### config.mk
export PLATFORM = sky130hd
export DESIGN_NAME = pool_flat_engine
export DESIGN_NICKNAME = d
export VERILOG_FILES = /design/src/rtl/pool_flat_engine.sv
export SDC_FILE = /design/constraint.sdc
export NUM_CORES = 1
export LEC_CHECK = 0
export CAP_MARGIN = 0
export CORE_ASPECT_RATIO = 0.9
export CORE_UTILIZATION = 50
export CTS_CLUSTER_SIZE = 25
export DETAILED_ROUTE_END_ITERATION = 8
export GPL_ROUTABILITY_DRIVEN = 0
export HOLD_SLACK_MARGIN = 0.08
export PLACE_DENSITY = 0.75
export SLEW_MARGIN = 10
export SYNTH_ARGS = -nofsm -noshare
export SYNTH_HDL_FRONTEND = slang
export SYNTH_SLANG_ARGS = --single-unit
### constraint.sdc
create_clock -name clk -period 2.6 [get_ports clk]
set_input_delay 0.52 -clock clk [delete_from_list [all_inputs] [get_ports clk]]
set_output_delay 0.52 -clock clk [all_outputs]
set_load 0.02 [all_outputs]
### src/rtl/pool_flat_engine.sv
`default_nettype none
// ==========================================================================
// pool_flat_engine : POOLxPOOL max-pool of NCH layer-0 maps into layer-1
//                    maps, with an optional channel-interleaved flatten.
// Rev 1.0
// ==========================================================================
module pool_flat_engine #(
  parameter int DATAW  = 20,
  parameter int IMGW   = 64,
  parameter int POOL   = 2,
  parameter int NCH    = 2,
  parameter int SIGNED = 0,
  parameter int ADDRW  = 12,
  parameter int CSELW  = 3
) (
  input  logic             clk,
  input  logic             reset,
  input  logic             ready,
  input  logic             flat_en,
  output logic             busy,
  output logic             done,
  output logic             crd,
  output logic [ADDRW-1:0] caddr_rd,
  input  logic [DATAW-1:0] cdata_rd,
  output logic             cwr,
  output logic [ADDRW-1:0] caddr_wr,
  output logic [DATAW-1:0] cdata_wr,
  output logic [CSELW-1:0] csel
);

  localparam int c_OW   = IMGW / POOL;
  localparam int c_NWIN = POOL * POOL;
  localparam int c_KW   = (c_NWIN > 1) ? $clog2(c_NWIN) : 1;
  localparam int c_OWW  = (c_OW > 1) ? $clog2(c_OW) : 1;
  localparam int c_CW   = (NCH > 1) ? $clog2(NCH) : 1;

  localparam logic [2:0] c_S_IDLE = 3'd0;
  localparam logic [2:0] c_S_RD   = 3'd1;
  localparam logic [2:0] c_S_LAST = 3'd2;
  localparam logic [2:0] c_S_WL1  = 3'd3;
  localparam logic [2:0] c_S_WFL  = 3'd4;
  localparam logic [2:0] c_S_DONE = 3'd5;

  logic [2:0]       r_state, w_state_nx;
  logic [c_KW-1:0]  r_k, w_k_nx;
  logic [c_OWW-1:0] r_ox, r_oy, w_ox_nx, w_oy_nx;
  logic [c_CW-1:0]  r_c, w_c_nx;
  logic             r_flat, w_flat_nx;
  logic [DATAW-1:0] r_max, w_max_nx;
  logic             w_gt, w_sample, w_first, w_last_item, w_adv;

  logic             r_busy, r_done, r_crd, r_cwr;
  logic [ADDRW-1:0] r_caddr_rd, r_caddr_wr;
  logic [DATAW-1:0] r_cdata_wr;
  logic [CSELW-1:0] r_csel;
  logic             w_busy_nx, w_done_nx, w_crd_nx, w_cwr_nx;
  logic [ADDRW-1:0] w_caddr_rd_nx, w_caddr_wr_nx;
  logic [DATAW-1:0] w_cdata_wr_nx;
  logic [CSELW-1:0] w_csel_nx;

  generate
    if (SIGNED != 0) begin : g_signed_cmp
      assign w_gt = $signed(cdata_rd) > $signed(r_max);
    end else begin : g_unsigned_cmp
      assign w_gt = cdata_rd > r_max;
    end
  endgenerate

  // Read k-1 lands while in RD at k>=1; the final read lands in LAST.
  assign w_sample    = ((r_state == c_S_RD) && (r_k != '0)) || (r_state == c_S_LAST);
  assign w_first     = ((r_state == c_S_RD) && (r_k == c_KW'(1))) ||
                       ((r_state == c_S_LAST) && (c_NWIN == 1));
  assign w_max_nx    = (w_sample && (w_first || w_gt)) ? cdata_rd : r_max;
  assign w_last_item = (r_c == c_CW'(NCH - 1)) && (r_ox == c_OWW'(c_OW - 1)) &&
                       (r_oy == c_OWW'(c_OW - 1));

  // State and registered outputs
  always_ff @(posedge clk or negedge reset) begin
    if (!reset) begin
      r_state    <= c_S_IDLE;
      r_k        <= '0;
      r_ox       <= '0;
      r_oy       <= '0;
      r_c        <= '0;
      r_flat     <= 1'b0;
      r_max      <= '0;
      r_busy     <= 1'b0;
      r_done     <= 1'b0;
      r_crd      <= 1'b0;
      r_cwr      <= 1'b0;
      r_caddr_rd <= '0;
      r_caddr_wr <= '0;
      r_cdata_wr <= '0;
      r_csel     <= '0;
    end else begin
      r_state    <= w_state_nx;
      r_k        <= w_k_nx;
      r_ox       <= w_ox_nx;
      r_oy       <= w_oy_nx;
      r_c        <= w_c_nx;
      r_flat     <= w_flat_nx;
      r_max      <= w_max_nx;
      r_busy     <= w_busy_nx;
      r_done     <= w_done_nx;
      r_crd      <= w_crd_nx;
      r_cwr      <= w_cwr_nx;
      r_caddr_rd <= w_caddr_rd_nx;
      r_caddr_wr <= w_caddr_wr_nx;
      r_cdata_wr <= w_cdata_wr_nx;
      r_csel     <= w_csel_nx;
    end
  end

  // Next state and loop counters: channel innermost, then ox, then oy
  always_comb begin
    w_state_nx = r_state;
    w_k_nx     = r_k;
    w_ox_nx    = r_ox;
    w_oy_nx    = r_oy;
    w_c_nx     = r_c;
    w_flat_nx  = r_flat;
    w_adv      = 1'b0;
    case (r_state)
      c_S_IDLE: begin
        if (ready) begin
          w_state_nx = c_S_RD;
          w_k_nx     = '0;
          w_ox_nx    = '0;
          w_oy_nx    = '0;
          w_c_nx     = '0;
          w_flat_nx  = flat_en;
        end
      end
      c_S_RD: begin
        if (r_k == c_KW'(c_NWIN - 1)) begin
          w_k_nx     = '0;
          w_state_nx = c_S_LAST;
        end else begin
          w_k_nx = r_k + c_KW'(1);
        end
      end
      c_S_LAST: w_state_nx = c_S_WL1;
      c_S_WL1: begin
        if (r_flat) w_state_nx = c_S_WFL;
        else        w_adv      = 1'b1;
      end
      c_S_WFL:  w_adv      = 1'b1;
      c_S_DONE: w_state_nx = c_S_IDLE;
      default:  w_state_nx = c_S_IDLE;
    endcase

    if (w_adv) begin
      if (w_last_item) begin
        w_state_nx = c_S_DONE;
        w_c_nx     = '0;
        w_ox_nx    = '0;
        w_oy_nx    = '0;
      end else begin
        w_state_nx = c_S_RD;
        if (r_c == c_CW'(NCH - 1)) begin
          w_c_nx = '0;
          if (r_ox == c_OWW'(c_OW - 1)) begin
            w_ox_nx = '0;
            w_oy_nx = r_oy + c_OWW'(1);
          end else begin
            w_ox_nx = r_ox + c_OWW'(1);
          end
        end else begin
          w_c_nx = r_c + c_CW'(1);
        end
      end
    end
  end

  // Output values for the upcoming state, so every port is a flop
  always_comb begin
    w_busy_nx     = (w_state_nx == c_S_RD) || (w_state_nx == c_S_LAST) ||
                    (w_state_nx == c_S_WL1) || (w_state_nx == c_S_WFL);
    w_done_nx     = (w_state_nx == c_S_DONE);
    w_crd_nx      = (w_state_nx == c_S_RD);
    w_cwr_nx      = (w_state_nx == c_S_WL1) || (w_state_nx == c_S_WFL);
    w_caddr_rd_nx = r_caddr_rd;
    w_caddr_wr_nx = r_caddr_wr;
    w_cdata_wr_nx = r_cdata_wr;
    w_csel_nx     = '0;
    case (w_state_nx)
      c_S_RD: begin
        w_csel_nx     = CSELW'(1) + CSELW'(w_c_nx);
        w_caddr_rd_nx = ADDRW'((int'(w_oy_nx) * POOL + int'(w_k_nx) / POOL) * IMGW +
                               int'(w_ox_nx) * POOL + int'(w_k_nx) % POOL);
      end
      c_S_LAST: w_csel_nx = CSELW'(1) + CSELW'(w_c_nx);
      c_S_WL1: begin
        w_csel_nx     = CSELW'(NCH + 1) + CSELW'(w_c_nx);
        w_caddr_wr_nx = ADDRW'(int'(w_oy_nx) * c_OW + int'(w_ox_nx));
        w_cdata_wr_nx = w_max_nx;
      end
      c_S_WFL: begin
        w_csel_nx     = CSELW'(2 * NCH + 1);
        w_caddr_wr_nx = ADDRW'((int'(w_oy_nx) * c_OW + int'(w_ox_nx)) * NCH + int'(w_c_nx));
        w_cdata_wr_nx = w_max_nx;
      end
      default: w_csel_nx = '0;
    endcase
  end

  assign busy     = r_busy;
  assign done     = r_done;
  assign crd      = r_crd;
  assign cwr      = r_cwr;
  assign caddr_rd = r_caddr_rd;
  assign caddr_wr = r_caddr_wr;
  assign cdata_wr = r_cdata_wr;
  assign csel     = r_csel;

endmodule
`default_nettype wire
# [After elaboration in Yosys (flattened, before gate mapping)]
# Index checks and enable logic that the tools add are counted.
[totals] register_bits=88 input_bits=24 output_inout_bits=51
[classes] eq_ne=13 magnitude_cmp=1 reduce_logical=17 muxes=31 add_sub_neg=11
[ops] cell="$mux W5" count=12
[ops] cell="$add A12 B1 Y12" count=2
[ops] cell="$pmux W12 S2" count=1
[ops] cell="$gt A20 B20 Y1" count=1
[ops] cell="$mux W20" count=1
[ops] cell="$mux W3" count=5
[ops] cell="$pmux W3 S5" count=1
[ops] cell="$add A12 B6 Y12" count=1
[ops] cell="$eq A3 B2 Y1 const B" count=4
[ops] cell="$add A10 B5 Y11" count=1
[ops] cell="$add A5 B1 Y5 const B" count=2
[ops] cell="$eq A5 B5 Y1 const B" count=2
[ops] cell="$eq A3 B3 Y1 const B" count=3
[ops] cell="$pmux W3 S3" count=1
[ops] cell="$add A6 B1 Y6" count=1
[ops] cell="$eq A3 B1 Y1 const B" count=2
[ops] cell="$logic_or A1 B1 Y1" count=6
[ops] cell="$mux W1" count=6
[ops] cell="$logic_and A1 B1 Y1" count=5
[ops] cell="$mux W2" count=2
[ops] cell="$pmux W2 S2" count=1
[ops] cell="$reduce_bool A2 Y1" count=2
[ops] cell="$reduce_or A2 Y1" count=2
[ops] cell="$add A2 B1 Y3 const A" count=1
[ops] cell="8 further kinds" count=8

# [Logic depth before layout (Yosys ltp)]
# Gate-level depths: netlist of the first run.
[logic_depth] ltp_word=9 ltp_mapped=9

# [Least setup slack after synthesis of the first run]
# No wires, ideal clock.
[synth_timing] kind="input-to-reg" startpoint="input cdata_rd[19]" endpoint="register r_max[0]" setup_time_ns=0.128 path_slack_ns=0.328 arrival_ns=2.144 n_path_buf=1 path_stages=7 t_required_ns=2.472 cell_sequence="ha_1 -> nand4_1 -> nor4_1 -> a22oi_1 -> a31oi_1 -> buf_2 -> mux2_1"
[synth_between] elab_chain_len=4
[synth_rtl] element="from (decl)" line="24" text="input logic [DATAW-1:0] cdata_rd,"
[synth_rtl] element="$gt A20 B20 Y1" line="65" text="assign w_gt = cdata_rd > r_max;"
[synth_rtl] element="$logic_or A1 B1 Y1" line="73" text="assign w_max_nx = (w_sample && (w_first || w_gt)) ? cdata_rd : r_max;"
[synth_rtl] element="$logic_and A1 B1 Y1" line="73"
[synth_rtl] element="$mux W20" line="73"
[synth_rtl] element="via w_max_nx[0]" line="49" text="logic [DATAW-1:0] r_max, w_max_nx;"
[synth_rtl] element="to (signal assigned)" line="102" text="r_max <= w_max_nx;"
[synth_rtl] element="to (decl)" line="49"
# The timed path passes the listed nets, and every way through them passes these cells.
# A chain may end at the register's enable or synchronous reset.

# [Worst setup path in the final report of the first run]
[layout_timing] startpoint="register r_max[6]" endpoint="register r_cdata_wr[10] (netlist: cdata_wr[10])"
[layout_between] elab_chain_len=4
[layout_rtl] element="$gt A20 B20 Y1" line="65"
[layout_rtl] element="$logic_or A1 B1 Y1" line="73"
[layout_rtl] element="$logic_and A1 B1 Y1" line="73"
[layout_rtl] element="$mux W20" line="73"
[layout_rtl] element="to (signal assigned)" line="109" text="r_cdata_wr <= w_cdata_wr_nx;"
[layout_rtl] element="to (decl)" line="54" text="logic [DATAW-1:0] r_cdata_wr;"
# No other way between the ends.

==> impl_results.md, run 1 <==
* Status: finished, final reports clean
* CP Cell Sequence: inv_1 -> ha_4 -> nand4_1 -> buf_4 -> nor4_2 -> a22oi_2 -> a311o_2 -> clkbuf_16 -> o221a_1
* Syn-to-layout area delta at 35.4%
* Final WL at 11,500 um
* Adder-Cell Fraction of Synth Area at 0.0765
* Synth Area in Compound Gates at 0.178
* WP data required at 2860 ps
* Initial Utilization at 0.515
* First-pass GRT wire length at 17,700 um
* Hold Fails Final Rpt at 0
* Sequential-to-total area share from yosys stat at 0.493
* Htree depth at 3
* Die Width at 101 um
* Critical R2R Launch: r_max[6]
* Setup TNS at 0 ps
* Largest family of logic cells by synthesized area: compound AO/OA/AOI/OAI gates
* Final worst path period need at 2560 ps
* FF-to-FF setup slack at 40 ps
* Max-cap violations at 0
* Critical Path Source Type: register
* Die height at around 91 um
* Post-placement cell area at 5490 um2
* Num CTS Buffers at 9
* Synth top area cells: dfrtp_1, ha_1, mux2_1
* Syn. warnings at 0
* Final WS setup at ~35 ps
* Pin count of the biggest net entering global routing at 88
* Clock buffer depth at 2
* Initial antenna violation count at 0
* R2R cell count at 9
* Most common cell in the netlist: dfrtp_1
* Synth cell types at 51
* Initial detailed-routing violation count at about 220
* Mapped Nets at around 470
* Worst slew pin tran at 738 ps
* Power Total at between 3000 and 4000 uW
* Element type at the critical path end: register
* GRT Total Usage at 0.249
* Slew headroom at 0.507
* Nets at 562
* CP max-delay cell: a311o_2
* Asr flop ratio synth at 1.00
* Most frequent cells after synthesis: dfrtp_1, nor2_1, inv_1, a21oi_1, ha_1
* Layout cell share with drive strength beyond 1 at 0.157
* Crit path DAT at 2830 ps
* Detailed Routing Iterations Pass 1 at 4
* Worst skew pair latency at 370 ps
* Mux contribution to synthesized area at 0.0810
* Lkg Pwr at 0.00262 uW
* Reg-to-Reg End: cdata_wr[10]
* Vias in the first global route at ~3,700
* PwrDens at 626 nW/um2
* FF+latch count, synth at 87
* Number of cells produced by synthesis at 414
* Routed wire per std cell at between 15 and 20 um
* Syn Area/Cell at 10.7 um2
* Setup slack at placement at -501 ps
* CP delay by family, top: compound AO/OA/AOI/OAI gates
* Total gr overflow at 0
* Clk sinks at 87
* Bufs and invs on worst path at 3
* Full die area at 9210 um2
* CTS root buf: clkbuf_8
* Worst-path clk slew at 100 ps
* # IOs at 75
* Port Buffer Count at 73
* Worst IR Drop VDD at 0.000380 V
* Via count at 3,741
* Crit share post-route at 0.986
* Area share of the largest cell type after synthesis at 0.493
* Final instance area at roughly 6000 um2
* Layout Skew at 9.18 ps
* Ys flop type: dfrtp_1
* CTS tree: done
* Row count at 32
* Ant diodes at 0
* Hold WC Path Type: in2async
* Avg Vias per Cell at 5.89
* DRC at 0
* Core ar. at 8570 um2
* Largest area contributor in the netlist: dfrtp_1
* Post-synth EDFFs at 0
* Slew Viols, Final at 0
* Fmax at approximately 390 MHz
* Dpl hpwl at approximately 7300 um
* Critical path's largest stage delay at around 500 ps
* Post-Syn Area at approximately 4400 um2
* Critical path type: reg2reg
* Xor and xnor area share after synthesis at 0.00793
* Antenna Nets Post-Route at 0
* Post-synthesis simple-gate area fraction at 0.116
* Hold Buf Count CTS at 0
* Worst Path Max Fanout at 8
* Setup violation total in the final timing report at 0
stage by stage:
stage	hold WS (ps)	instances	utilization
4_1_cts	187	631	0.665
3_3_place_gp	471	615	0.640
3_5_place_dp	480	615	0.640
5_1_grt	187	635	0.698
6_report	135	635	0.698
2_1_floorplan	224	414	-
registers in the layout, indices dropped and copies added (netlist names), 2 cells and up:
| name | cells |
|---|---|
| r_k | 2 |
| csel | 3 |
| r_state | 3 |
| r_ox | 5 |
| cdata_wr | 20 |
| caddr_wr | 11 |
| r_max | 20 |
| caddr_rd | 12 |
| r_oy | 5 |
cells by family after synthesis:
logic type      after synthesis
xor+xnor                      4
other cells                   1
buf+inv                      50
fa+ha+maj                    27
simple gates                104
flops                        87
compound gates              109
mux                          32
worst max-delay path by stage:
stage / to / depth (start not counted) / startpoint / slack, ps
global placement: r_max[12] / 9 / cdata_rd[17] / -380
global route: cdata_wr[9] / 9 / r_max[6] / -90
detailed placement: r_max[1] / 9 / cdata_rd[17] / -500
finish: cdata_wr[10] / 9 / r_max[6] / 40
CTS: r_max[1] / 8 / cdata_rd[11] / 6
floorplan: r_max[0] / 7 / cdata_rd[19] / 330
repair_timing:
item / CTS / global route
setup buffers: 0 / 2
gates cloned: 0 / 2
pin swaps: 0 / 22
gates resized for setup: 1 / 36
endpoints found under the setup margin: 37 / 40
metal layers:
layer | vias up | GRT usage | part of all wire
li1 | 1711 | - | -
met1 | 1873 | 0.350 | 0.45
met2 | 142 | 0.379 | 0.47
met3 | 15 | 0.0554 | 0.064
met4 | 0 | 0.0833 | 0.014
met5 | - | 0 | 0
final cells by class:
cell class,count,area (um2)
Fill cell,647,2590
Multi-Input combinational cell,277,2220
Sequential cell,87,2180
Timing Repair Buffer,106,1110
Tap cell,119,149
Clock buffer,9,124
Inverter,30,113
Clock inverter,7,86.3
where the power goes:
group          total, uW  switching [uW]  internal [uW]
clock network       1040             567            468
registers           1660             136           1530
logic               1040             522            522
total               3740            1230           2520
cell usage in the layout, fill, tap and decap left out, types with 5 or more instances in the layout:
master / count
a21oi_1: 27
a31oi_1: 21
buf_12: 5
buf_4: 27
clkbuf_8: 9
clkdlybuf4s50_1: 56
dfrtp_1: 87
dlymetal6s2s_1: 16
ha_1: 17
ha_4: 10
inv_1: 27
mux2_1: 26
nand2_1: 22
nand2b_1: 5
nand3_1: 13
nand4_1: 5
nor2_1: 37
nor3_1: 6
o21ai_0: 12
o221a_1: 20
Power figures use the tool's default switching activity.
==> run 2, diff against run 1 <==
--- a/config.mk
+++ b/config.mk
@@ -6,7 +6,7 @@
 export NUM_CORES = 1
 export LEC_CHECK = 0
 export CAP_MARGIN = 0
-export CORE_ASPECT_RATIO = 0.9
+export CORE_ASPECT_RATIO = 1.4
 export CORE_UTILIZATION = 50
 export CTS_CLUSTER_SIZE = 25
 export DETAILED_ROUTE_END_ITERATION = 8
==> constraint.sdc (replaced) <==
create_clock -name clk -period 2.6 [get_ports clk]
set_input_delay 0.65 -clock clk [delete_from_list [all_inputs] [get_ports clk]]
set_output_delay 0.65 -clock clk [all_outputs]
set_load 0.02 [all_outputs]
==> run 2 against run 1 <==
Via count down 1.9%. Die area barely moved. Non-clock buffer count grew 12. Flip-flop and latch count unchanged. Critical endpoint is now cdata_wr[7]. Highest routed layer unchanged.
==> impl_results.md, run 2 (same netlist as run 1, synthesis figures left out) <==
* Crit. path cell count at 9 (unchanged)
* CTS tree: done
* # IOs at 75 (unchanged)
* Worst-path clk slew at 60 ps (-40 ps)
* Slew Viols, Final at 0 (unchanged)
* Nets at 574 (+2.1%)
* Crit share post-route at 0.995 (+0.00852)
* CTS root buf: clkbuf_16
* Element type at the critical path end: register
* Initial antenna violation count at 0 (unchanged)
* Core ar. at 8560 um2 (-0.12%)
* Routing usage on met3 at 0.0355 (-0.0199)
* Worst slew pin tran at 648 ps (-89.1 ps)
* Htree depth at 3 (unchanged)
* Finished Layout Cells at 631 (-0.63%)
* Worst IR Drop VDD at 0.000476 V (+25%)
* Full die area at 9220 um2 (about the same)
* CP Cell Sequence: dlygate4sd2_1 -> ha_1 -> nand4_1 -> buf_4 -> a21oi_1 -> nor4bb_4 -> a311o_1 -> buf_6 -> o221a_1
* DRC at 0 (unchanged)
* Bufs and invs on worst path at 3 (unchanged)
* Critical path's largest stage delay at 450 ps (-50 ps)
* Clk sinks at 87 (unchanged)
* Row count at 40 (+25%)
* Critical path launch point: cdata_rd[18]
* Detailed Routing Iterations Pass 1 at 5 (+1)
* Avg Vias per Cell at 5.82 (-1.3%)
* First-pass GRT wire length at 18,300 um (+3.1%)
* Part of the power in registers at 0.418 (-0.026)
* Dpl hpwl at 7680 um (+5.5%)
* Initial Utilization at 0.516 (+0.000603)
* Final WL at 11,400 um (-0.40%)
* Die height at 113 um (+24%)
* Port Buffer Count at 73 (unchanged)
* Vias in the first global route at 3,797 (+3.7%)
* Clk network pwr share at 0.320 (+0.043)
* Slew headroom at 0.564 (+0.0575)
* Antenna Nets Post-Route at 0 (unchanged)
* Routed wire per std cell at 18.1 um (+0.23%)
* Crit path DAT at 2810 ps (-20 ps)
* Num CTS Buffers at 9 (unchanged)
* Clock buffer depth at 2 (unchanged)
* GRT Total Usage at 0.262 (+0.0138)
* Grt peak-use layer: met2
* Critical R2R Launch: r_max[18]
* Worst skew pair latency at 340 ps (-30 ps)
* Ant diodes at 0 (unchanged)
* Critical path type: in2reg
* Lkg Pwr at 0.00259 uW (-1.2%)
* Final worst path period need at 2590 ps (+22.2 ps)
* Post-layout util at 0.700 (+0.00184)
* Switching fraction of total power at 0.293 (-0.0347)
* Hold WC Path Type: in2async
* CP delay by family, top: compound AO/OA/AOI/OAI gates
* Fillcell total at 637 (-1.5%)
* Initial detailed-routing violation count at 210 (-5.8%)
* Critical Path Source Type: primary input
* Status: finished, final reports clean
* Met2 Track Usage GR at 0.455 (+0.0763)
* Layout cell share with drive strength beyond 1 at 0.160 (+0.00272)
* PwrDens at 664 nW/um2 (+6.1%)
* Most frequent cells in the layout: dfrtp_1, clkdlybuf4s50_1, nor2_1, buf_4, inv_1
* Worst Path Max Fanout at 8 (unchanged)
* Power Total at 3980 uW (+6.3%)
* Total gr overflow at 0 (unchanged)
* Commonest non-fill, non-tap cell in the layout: dfrtp_1
* Combinational Power Share at 0.262 (-0.017)
* Pin count of the biggest net entering global routing at 49 (-44%)
* WP data required at 2830 ps (-30 ps)
* Met1 GRT Util at 0.309 (-0.0412)
* R2R cell count at 9 (unchanged)
* Max-cap violations at 0 (unchanged)
* P_int at 2810 uW (+12%)
* Switching Power at 1160 uW (-5.0%)
* Die Width at 81.4 um (-19%)
* Setup violation total in the final timing report at 0 (unchanged)
* Via count at 3,670 (-1.9%)
* Hold Fails Final Rpt at 0 (unchanged)
* CP max-delay cell: a311o_1
* Fmax at 387 MHz (-0.86%)
* Syn-to-layout area delta at 35.6%
* Cell count after placement at 611 (-0.65%)
* Layout Skew at 4.10 ps (-5.09 ps)
==> run 2: cell types whose count changed in the layout (fill, tap and decap cells not counted), sizes merged <==
cell	before	now
dlygate4sd2	0	15
clkinvlp	1	0
clkdlybuf4s50	56	53
buf	32	46
inv	35	30
dlymetal6s2s	16	3
clkbuf	11	14
==> run 2: power groups by stage <==
stage	Combinational (uW)	Clock [uW]	Sequential, uW
3_5_place_dp	948	0	1680
4_1_cts	1010	1280	1660
3_3_place_gp	914	0	1670
5_1_grt	1150	1340	1680
6_report	1040	1270	1660
2_1_floorplan	394	0	1780
==> run 2: worst paths after layout <==
check | slack [ps] | to
max | 10 | cdata_wr[7]
max in group asynchronous | 1680 | r_ox[0]
min reg2reg | 490 | caddr_rd[7]
min | 290 | cdata_wr[9]
min in group clk | 490 | caddr_rd[7]
max reg2reg | 130 | cdata_wr[7]
==> run 2: routing by layer <==
layer | wire length, um | up-vias
met2 | 5890 | 95
met3 | 458 | 21
met4 | 273 | 0
met5 | 0 | -
met1 | 4780 | 1820
li1 | - | 1734
==> run 2: area by class of cell <==
type | instances | area, um2 | area share
Sequential cell | 87 | 2180 | 0.363
Multi-Input combinational cell | 277 | 2180 | 0.363
Timing Repair Buffer | 118 | 1110 | 0.186
Clock buffer | 13 | 250 | 0.0418
Tap cell | 105 | 131 | 0.0219
Inverter | 30 | 113 | 0.0188
Clock inverter | 1 | 30.0 | 0.00501
==> run 2: timing repair <==
item / in CTS / in global routing
gates resized for setup: 38 / 9
gates cloned: 2 / 0
setup endpoints to repair: 40 / 40
hold buffers: 0 / 0
buffers inserted: 3 / 2
pin swaps: 22 / 8
==> run 2: through the flow <==
stage	instance area, um2	setup TNS, ps	hold slack [ps]	setup WS (ps)
finish	5990	0	286	13.0
global route	5990	-1480	327	-61.9
CTS	5950	0	311	1.65
detailed placement	5520	-19270	478	-510
global placement	5520	-18090	477	-465
floorplan	4420	0	354	198
==> run 2: worst reg2reg max path, stage by stage (launching register included) <==
cell      delay, ps
dfrtp_1         400
inv_1            80
ha_1            300
nand4_1         150
buf_4           180
a21oi_1         290
nor4bb_4        110
a311o_1         450
buf_6           170
o221a_1         230
